==> src/rtl/cnn_stream_pkg.sv <==
// Shared types and helpers for the CNN pixel-stream stages.
package cnn_stream_pkg;

    localparam int unsigned DATA_WIDTH = 8;

    typedef logic signed [DATA_WIDTH-1:0] pixel_t;

    // Line/frame framing flags carried alongside every streamed pixel
    typedef struct packed {
        logic sop;
        logic eop;
        logic sof;
        logic eof;
    } strm_flags_t;

    // Signed maximum of two pixels
    function automatic pixel_t smax(input pixel_t a, input pixel_t b);
        return (a > b) ? a : b;
    endfunction

endpackage

==> src/rtl/max_pool_2x2_if.sv <==
// Pixel stream bundle: data, qualifier and framing flags, no backpressure.
interface max_pool_2x2_if;
    import cnn_stream_pkg::*;

    pixel_t      data;
    logic        valid;
    strm_flags_t flags;

    modport master (output data, valid, flags);
    modport slave  (input  data, valid, flags);
endinterface

==> src/rtl/pool_line_buffer.sv <==
// Half-line store of even-row horizontal maxima: one write port, one registered read port.
module pool_line_buffer
    import cnn_stream_pkg::*;
#(
    parameter int unsigned DEPTH = 160,
    parameter int unsigned AW    = $clog2(DEPTH)
) (
    input  logic          clk,
    input  logic          we_i,
    input  logic [AW-1:0] waddr_i,
    input  pixel_t        wdata_i,
    input  logic          re_i,
    input  logic [AW-1:0] raddr_i,
    output pixel_t        rdata_o
);

    pixel_t mem_q [DEPTH];
    pixel_t rdata_q;

    // No reset so the array maps onto block RAM; read data holds until the next read
    always_ff @(posedge clk) begin
        if (we_i) begin
            mem_q[waddr_i] <= wdata_i;
        end
        if (re_i) begin
            rdata_q <= mem_q[raddr_i];
        end
    end

    assign rdata_o = rdata_q;

endmodule

==> src/rtl/max_pool_2x2.sv <==
// Streaming 2x2 stride-2 max pooling with line/frame framing and violation flagging.
module max_pool_2x2
    import cnn_stream_pkg::*;
#(
    parameter int unsigned LINE_WIDTH = 320
) (
    input  logic           clk,
    input  logic           reset_n,
    max_pool_2x2_if.slave  pix_i,
    max_pool_2x2_if.master pool_o,
    output logic           fmt_err_o
);

    localparam int unsigned BUF_AW = $clog2(LINE_WIDTH / 2);
    localparam int unsigned COL_W  = $clog2(LINE_WIDTH + 1);

    // Input capture
    logic        in_vld_q;
    pixel_t      in_data_q;
    strm_flags_t in_flags_q;

    // Window / framing state
    logic [COL_W-1:0] col_q, col_d;
    logic             row_odd_q, row_odd_d;
    pixel_t           left_q, left_d;
    logic             synced_q, synced_d;
    logic             frame_active_q, frame_active_d;
    logic             first_out_q, first_out_d;

    // Stage 1
    logic        s1_vld_q, s1_vld_d;
    pixel_t      s1_hmax_q, s1_hmax_d;
    strm_flags_t s1_flags_q, s1_flags_d;

    // Stage 2 (outputs)
    logic        out_vld_q, out_vld_d;
    pixel_t      out_data_q, out_data_d;
    strm_flags_t out_flags_q, out_flags_d;
    logic        fmt_err_q, fmt_err_d;

    // Line buffer access
    logic              buf_we, buf_re;
    logic [BUF_AW-1:0] pair_addr;
    pixel_t            buf_rd;

    // Per-pixel decode
    logic [COL_W-1:0] cur_col;
    logic             cur_odd;
    logic             accept;
    logic             in_range;
    pixel_t           hmax;

    pool_line_buffer #(
        .DEPTH (LINE_WIDTH / 2),
        .AW    (BUF_AW)
    ) u_line_buf (
        .clk     (clk),
        .we_i    (buf_we),
        .waddr_i (pair_addr),
        .wdata_i (hmax),
        .re_i    (buf_re),
        .raddr_i (pair_addr),
        .rdata_o (buf_rd)
    );

    // Column/row tracking, window formation, violation detection and output stage
    always_comb begin
        col_d          = col_q;
        row_odd_d      = row_odd_q;
        left_d         = left_q;
        synced_d       = synced_q;
        frame_active_d = frame_active_q;
        first_out_d    = first_out_q;
        s1_vld_d       = 1'b0;
        s1_hmax_d      = s1_hmax_q;
        s1_flags_d     = s1_flags_q;
        out_vld_d      = s1_vld_q;
        out_data_d     = out_data_q;
        out_flags_d    = '0;
        fmt_err_d      = 1'b0;
        buf_we         = 1'b0;
        buf_re         = 1'b0;

        cur_col   = (in_flags_q.sof | in_flags_q.sop) ? '0 : col_q;
        cur_odd   = in_flags_q.sof ? 1'b0 : row_odd_q;
        accept    = in_vld_q & (synced_q | in_flags_q.sof);
        in_range  = (cur_col < COL_W'(LINE_WIDTH));
        hmax      = smax(left_q, in_data_q);
        pair_addr = BUF_AW'(cur_col >> 1);

        if (accept) begin
            synced_d  = 1'b1;
            col_d     = in_range ? (cur_col + COL_W'(1)) : cur_col;
            row_odd_d = in_flags_q.eop ? ~cur_odd : cur_odd;
            fmt_err_d = ~in_range
                      | (in_flags_q.sof & frame_active_q)
                      | (in_flags_q.eop & ~cur_col[0])
                      | (in_flags_q.eof & ~cur_odd);
            if (in_flags_q.sof) begin
                frame_active_d = 1'b1;
                first_out_d    = 1'b1;
            end
            if (in_flags_q.eof) begin
                frame_active_d = 1'b0;
            end
            if (in_range) begin
                if (!cur_col[0]) begin
                    left_d = in_data_q;
                    buf_re = cur_odd;
                end else if (!cur_odd) begin
                    buf_we = 1'b1;
                end else begin
                    s1_vld_d       = 1'b1;
                    s1_hmax_d      = hmax;
                    s1_flags_d.sop = (pair_addr == '0);
                    s1_flags_d.eop = in_flags_q.eop;
                    s1_flags_d.sof = first_out_q;
                    s1_flags_d.eof = in_flags_q.eof;
                    first_out_d    = 1'b0;
                end
            end
        end

        if (s1_vld_q) begin
            out_data_d  = smax(s1_hmax_q, buf_rd);
            out_flags_d = s1_flags_q;
        end
    end

    // State and pipeline registers; reset flushes any in-flight window
    always_ff @(posedge clk or negedge reset_n) begin
        if (!reset_n) begin
            in_vld_q       <= 1'b0;
            in_data_q      <= '0;
            in_flags_q     <= '0;
            col_q          <= '0;
            row_odd_q      <= 1'b0;
            left_q         <= '0;
            synced_q       <= 1'b0;
            frame_active_q <= 1'b0;
            first_out_q    <= 1'b0;
            s1_vld_q       <= 1'b0;
            s1_hmax_q      <= '0;
            s1_flags_q     <= '0;
            out_vld_q      <= 1'b0;
            out_data_q     <= '0;
            out_flags_q    <= '0;
            fmt_err_q      <= 1'b0;
        end else begin
            in_vld_q       <= pix_i.valid;
            in_data_q      <= pix_i.data;
            in_flags_q     <= pix_i.flags;
            col_q          <= col_d;
            row_odd_q      <= row_odd_d;
            left_q         <= left_d;
            synced_q       <= synced_d;
            frame_active_q <= frame_active_d;
            first_out_q    <= first_out_d;
            s1_vld_q       <= s1_vld_d;
            s1_hmax_q      <= s1_hmax_d;
            s1_flags_q     <= s1_flags_d;
            out_vld_q      <= out_vld_d;
            out_data_q     <= out_data_d;
            out_flags_q    <= out_flags_d;
            fmt_err_q      <= fmt_err_d;
        end
    end

    assign pool_o.data  = out_data_q;
    assign pool_o.valid = out_vld_q;
    assign pool_o.flags = out_flags_q;
    assign fmt_err_o    = fmt_err_q;

endmodule
==> src/flat_wrapper.sv <==
// flat-port wrapper written by rule: the top's interface ports become plain ports
module max_pool_2x2_flat import cnn_stream_pkg::*;
#(
    parameter int unsigned LINE_WIDTH = 320
)
  (clk, reset_n, fmt_err_o, pix_i_data, pix_i_valid, pix_i_flags, pool_o_data, pool_o_valid, pool_o_flags);
  max_pool_2x2_if pix_i_i ();
  max_pool_2x2_if pool_o_i ();
  input  logic clk;
  input  logic reset_n;
  output logic fmt_err_o;
  input wire logic [$bits(pix_i_i.data)-1:0] pix_i_data;
  input wire logic [$bits(pix_i_i.valid)-1:0] pix_i_valid;
  input wire logic [$bits(pix_i_i.flags)-1:0] pix_i_flags;
  output wire logic [$bits(pool_o_i.data)-1:0] pool_o_data;
  output wire logic [$bits(pool_o_i.valid)-1:0] pool_o_valid;
  output wire logic [$bits(pool_o_i.flags)-1:0] pool_o_flags;
  assign pix_i_i.data = pix_i_data;
  assign pix_i_i.valid = pix_i_valid;
  assign pix_i_i.flags = pix_i_flags;
  assign pool_o_data = pool_o_i.data;
  assign pool_o_valid = pool_o_i.valid;
  assign pool_o_flags = pool_o_i.flags;
  max_pool_2x2 #(.LINE_WIDTH(LINE_WIDTH)) u_core (.clk(clk), .reset_n(reset_n), .pix_i(pix_i_i), .pool_o(pool_o_i), .fmt_err_o(fmt_err_o));
endmodule
==> config.mk <==
export PLATFORM = sky130hd
export DESIGN_NAME = max_pool_2x2_flat
export DESIGN_NICKNAME = d
export VERILOG_FILES = /design/src/rtl/cnn_stream_pkg.sv /design/src/rtl/max_pool_2x2_if.sv /design/src/rtl/pool_line_buffer.sv /design/src/rtl/max_pool_2x2.sv /design/src/flat_wrapper.sv
export SDC_FILE = /design/constraint.sdc
export NUM_CORES = 1
export LEC_CHECK = 0
export CAP_MARGIN = 0
export CORE_AREA = 2 2 332 334
export DETAILED_ROUTE_END_ITERATION = 8
export DIE_AREA = 0 0 334 336
export GPL_ROUTABILITY_DRIVEN = 0
export HOLD_SLACK_MARGIN = 0.05
export MAX_ROUTING_LAYER = met4
export PLACE_DENSITY = 0.66
export SLEW_MARGIN = 10
export SYNTH_ARGS = -nofsm -noshare
export SYNTH_HDL_FRONTEND = slang
export SYNTH_SLANG_ARGS = --single-unit
==> constraint.sdc <==
create_clock -name clk -period 4.2 [get_ports clk]
set_input_delay 0.42 -clock clk [delete_from_list [all_inputs] [get_ports clk]]
set_output_delay 0.42 -clock clk [all_outputs]
set_load 0.02 [all_outputs]
# Word-level counts from Yosys, hierarchy flattened
# Memory sizes are Yosys's and may differ from the RTL's. A register that Yosys moved wholly into a read port is not among the register bits.
# Index checks and enable logic that the tools add are counted.
# totals
ff_bits	61
ramBits	1280
in_bits	15
out_inout_bits	14
word_cells	74
mem_count	1
# mem_list
memory	depth	word_bits	read_ports	rd_ports_with_merged_regs	wr	line_no	rtl
u_core.u_line_buf.mem_q	160	8	1	1	1	pool_line_buffer.sv:17	pixel_t mem_q [DEPTH];
# op_classes
n_addsub	1
n_lt_le_gt_ge	3
muxes	27
bitwise	12
reduce_logical	5
# op_table
op	count
1-bit 2-to-1 mux	22
9-bit 2-to-1 mux	2
8-bit > comparator	2
8-bit 2-to-1 mux	2
9-bit by 1-bit adder with 9-bit output, second input constant	1
9-bit less-than comparator, second input constant	1
8-bit logical NOT	1
1-bit bitwise OR	5
1-bit AND	4
4-bit 2-to-1 mux	1
4-bit AND reduction	1
1-bit NOT	3
3-bit AND reduction	1
2-bit AND reduction	1
2-bit nonzero test	1

# Longest topological paths before layout
# depth
word_depth	8
mapped_depth	12
ltp_nobuf	9

# Cells and area by module
# A second synthesis with hierarchy kept.
# unflattened
hier_cells	2794
hier_area_um2	53670.2
# by_module_without_submodules
module	n_inst	cells_per_inst	area_each_um2	seq_area_each_um2
pool_line_buffer	1	2489	50462.1	38677.1
max_pool_2x2	1	305	3208.1	1526.5

# Worst setup path after synthesis
# No wires, ideal clock.
# synth_path
kind	flip-flop to flip-flop
startpoint	register u_core.left_q[3]
endpoint	memory u_core.u_line_buf.mem_q[0][1] (netlist bit) (data pin)
setup_time_ns	0.423
t_arrival_ns	2.880
required_ns	3.777
path_slack_ns	0.896
path_stages_with_launch	8
path_buffers	0
synth_period_minus_slack_ns	3.304
cell_sequence	dfrtp_1 ha_1 a21o_1 a21oi_1 o221ai_1 a211oi_1 o22ai_1 mux2_2
# synth_via
elab_chain_cells	2
# synth_lines
item	line_no	rtl
from (decl)	max_pool_2x2.sv:25	pixel_t left_q, left_d;
from (signal assigned)	max_pool_2x2.sv:155	left_q <= left_d;
8-bit > comparator	cnn_stream_pkg.sv:18	return (a > b) ? a : b;
8-bit 2-to-1 mux	cnn_stream_pkg.sv:18	
named net u_core.hmax[1]	max_pool_2x2.sv:51	pixel_t hmax;
to (decl)	pool_line_buffer.sv:17	
# The timed path passes the listed nets, and every way through them passes these cells.

# Worst setup path after layout
# layout_path
startpoint	register u_core.in_flags_q[1] (netlist bit)
endpoint	register u_core.u_line_buf.rdata_q[0] (netlist: u_core.u_line_buf.rdata_o[0]) (read register of u_core.u_line_buf.mem_q) (data pin)
# layout_via
elab_chain_cells	5
word_cells_on_any_way	9
cone_classes	order compare: 1; mux: 5; bitwise: 3
# layout_lines
item	line_no	rtl
from (decl)	max_pool_2x2.sv:20	strm_flags_t in_flags_q;
from (signal assigned)	max_pool_2x2.sv:152	in_flags_q <= pix_i.flags;
1-bit bitwise OR	max_pool_2x2.sv:84	cur_col = (in_flags_q.sof | in_flags_q.sop) ? '0 : col_q;
9-bit 2-to-1 mux	max_pool_2x2.sv:84	
9-bit less-than comparator or 1-bit 2-to-1 mux (tied branches)	max_pool_2x2.sv:87, max_pool_2x2.sv:107	
1-bit 2-to-1 mux	max_pool_2x2.sv:106	if (in_range) begin
1-bit 2-to-1 mux	max_pool_2x2.sv:91	if (accept) begin
to (decl)	pool_line_buffer.sv:18	pixel_t rdata_q;
# Several ways; a longest one is shown, not always the timed one.
# A chain may end at the register's enable or synchronous reset.

==> out/metrics.cfg <==
[timing]
period_minus_slack_ns=3.98
hold_viol_final=0
fin_setup_tns_ns=0
period_share=0.947
finalClockSkew_ns=0.0263
rsz0062_at_grt=false
setup_viol=0
relSlewSlack=0.145
worst_pin_slew_ns=1.27
fmax_mhz=251
setup_ws_ns=0.223
drv_slew=0

[finish]
final_cell_mix=edfxtp_1, nand2_1, buf_4
area_growth_pct=15.8
final_common_cell=edfxtp_1
layout-drive-gt1-share=0.150
diodes=0
finalNetCount=3403
stdcell_count=4889

[place]
place_ws_ns=0.277
dp_cells=4646
port_buffers=28
hpwlAfterDp_mm=79.5

[worst_hold_path]
hold_path_depth=1
hold_path_class=primary input to flop

[setup_path]
cpPeakStageDelay_ns=0.83
cp-end-kind=flop
worst-setup-path-type=flop to flop
cp.arrival_ns=4.47
ff2ff_path_depth=10
cp_max_fo=26
worst-path-buf-inv=4
startpoint_type=flop
critPathTopFamily=compound AO/OA/AOI/OAI gates
crit_slowest_cell=dfrtp_1
crit_top_cell=buf_4
critPathRequiredTime_ns=4.70
cp_cell_sequence=nor4bb_4 -> buf_4 -> buf_4 -> buf_4 -> a222oi_1 -> a21oi_1 -> o41ai_1 -> buf_4 -> and4_1 -> o211ai_1
crit_cells=10

[clock_tree]
cts_buffers=135
clkSlewWorstSetupHoldPaths_ns=0.07
cts_resized=0
cts_max_level=4
clock_sinks=1349
clock_path_buffers=3
cts_tree=built
cts_setup_buffers=0
clock_latency_ns=0.77
cts_root_buffer=clkbuf_16

[global_route]
overflow=0
grt_start_max_net_pins=162
met3_usage=0.0489
gr-usage-met2=0.367
busiest_layer=met2
grt_util_met1=0.335
grt_pass1_vias=29500
grt_pass1_wl_mm=197
antenna_found_initial=1
track_usage=0.245

[synth]
ys_ff_latch=1349
syn_nets=3144
yosys.cell_types.count=70
synthFlopType=edfxtp_1
postSynthAreaPerCell_um2=16.3
synth_top_family_by_area=compound AO/OA/AOI/OAI gates
async_flop_share=0.0452
syn_inst=3111
ys_warn_count=0
synthSimpleGateAreaFrac=0.0552
synth_fa_ha_area_frac=0.00444
synthXorXnorAreaFrac=0.000864
synth_edf_count=1288
ys_seq_area_frac=0.793
synthMuxAreaShare=0.00642
synth_compound_area_frac=0.118
netlist_area_um2=50700

[flow_run]
max-cap-violations=0

[status]
run_status=finished, violations left
violations=DRC

[route]
drc=6
routed_via_density=6.25
firstDrtPassIters=9
ant_nets=0
drt-initial-drc-count=5393
wire_per_inst_um=27.4
wl_mm=134
dr_total_vias=30500

[floorplan]
chipWidth_um=334
core_um2=108000
die_height_um=336
dieArea_um2=112000
rows=121
initial_utilization=0.468
io_pins=29

[power_and_ir_drop]
ir_drop_mv=0.349
power.leakage_nw=19.3
p_per_area_nw_per_um2=494

==> path summary, 6_finish.rpt <==
check | start | slack, ns | to
worst max-delay path | u_core.in_flags_q[1] | 0.22 | u_core.u_line_buf.rdata_o[0]
worst min-delay path | pix_i_data[6] | 0.12 | u_core.in_data_q[6]
worst max register to register | u_core.in_flags_q[1] | 0.22 | u_core.u_line_buf.rdata_o[0]
worst min register to register | u_core.first_out_q | 0.48 | u_core.s1_flags_q[1]
max in group asynchronous | reset_n | 3.04 | u_core.left_q[3]
min in group asynchronous | reset_n | 0.26 | u_core.col_q[1]
==> timing repair <==
action | in CTS | in global routing
hold buffers | 1 | 0
hold endpoints to repair | 28 | 0
endpoints found under the setup margin | 0 | 0
==> cell families (layout without fill, tap and decap cells) <==
family | count (synthesis) | count (layout)
compound gates | 815 | 815
xor+xnor | 5 | 5
fa+ha+maj | 18 | 18
buf+inv | 236 | 600
flops | 1349 | 1349
mux | 29 | 29
simple gates | 659 | 659
==> cell usage after synthesis, types with 5 or more instances <==
master	count	area [µm²]
edfxtp_1	1288	38700
nand2_1	380	1430
a222oi_1	262	2620
a21oi_1	261	1310
nor2_1	190	713
clkbuf_1	85	319
buf_2	81	405
o21ai_0	72	360
dfrtp_1	61	1530
a31oi_1	44	275
a22oi_1	43	323
o41ai_1	37	324
inv_1	26	97.6
buf_1	20	75.1
a21o_1	18	135
buf_4	18	135
ha_1	18	225
mux2_2	18	203
nor4_1	16	100
or4_1	15	113
nand4_1	11	68.8
mux2i_1	10	100
nand3_1	10	50.1
a21boi_0	9	67.6
a221o_1	9	90.1
a22o_1	9	78.8
o22ai_1	8	50.1
and2_1	7	43.8
buf_6	6	67.6
a41oi_1	5	43.8
and4_1	5	43.8
o221ai_1	5	43.8
==> power breakdown <==
part	internal (mW)	switching, mW
logic	0.458	1.38
registers	15.6	0.107
clock network	6.44	5.01
total	22.5	6.50
==> flip-flops by register name, indices dropped and copies added, names as in the netlist, 4 cells and up <==
register	count
u_core.in_flags_q	4
u_core.in_data_q	8
u_core.col_q	9
u_core.u_line_buf.rdata_o	8
u_core.left_q	8
u_core.s1_hmax_q	8
u_core.pool_o.flags	4
u_core.s1_flags_q	4
u_core.u_line_buf.mem_q	1280
u_core.pool_o.data	8
==> final cells by class <==
cell class / instances / area (µm²)
clock inverter: 68 / 611
fill: 8430 / 49700
tap: 1414 / 1770
timing repair buffer: 332 / 2870
sequential: 1349 / 40200
multi-input combinational: 1526 / 9550
clock buffer: 174 / 3580
inverter: 26 / 97.6
==> per-stage QoR <==
stage / hold WS (ns) / util / cell area, µm² / power (mW)
3_5_place_dp: 0.462 / 0.503 / 54500 / 17.8
3_3_place_gp: 0.466 / 0.503 / 54500 / 17.7
4_1_cts: 0.0838 / 0.541 / 58700 / 29.1
2_1_floorplan: 0.124 / - / 50700 / 16.9
6_report: 0.116 / 0.541 / 58700 / 29.0
5_1_grt: 0.112 / 0.541 / 58700 / 29.8
==> metal layers <==
metal	vias to the layer above	wire [µm]
li1	13100	-
met4	0	4880
met2	1844	61700
met5	-	0
met1	15300	53300
met3	266	14300
(Power assumes the default switching activity.)
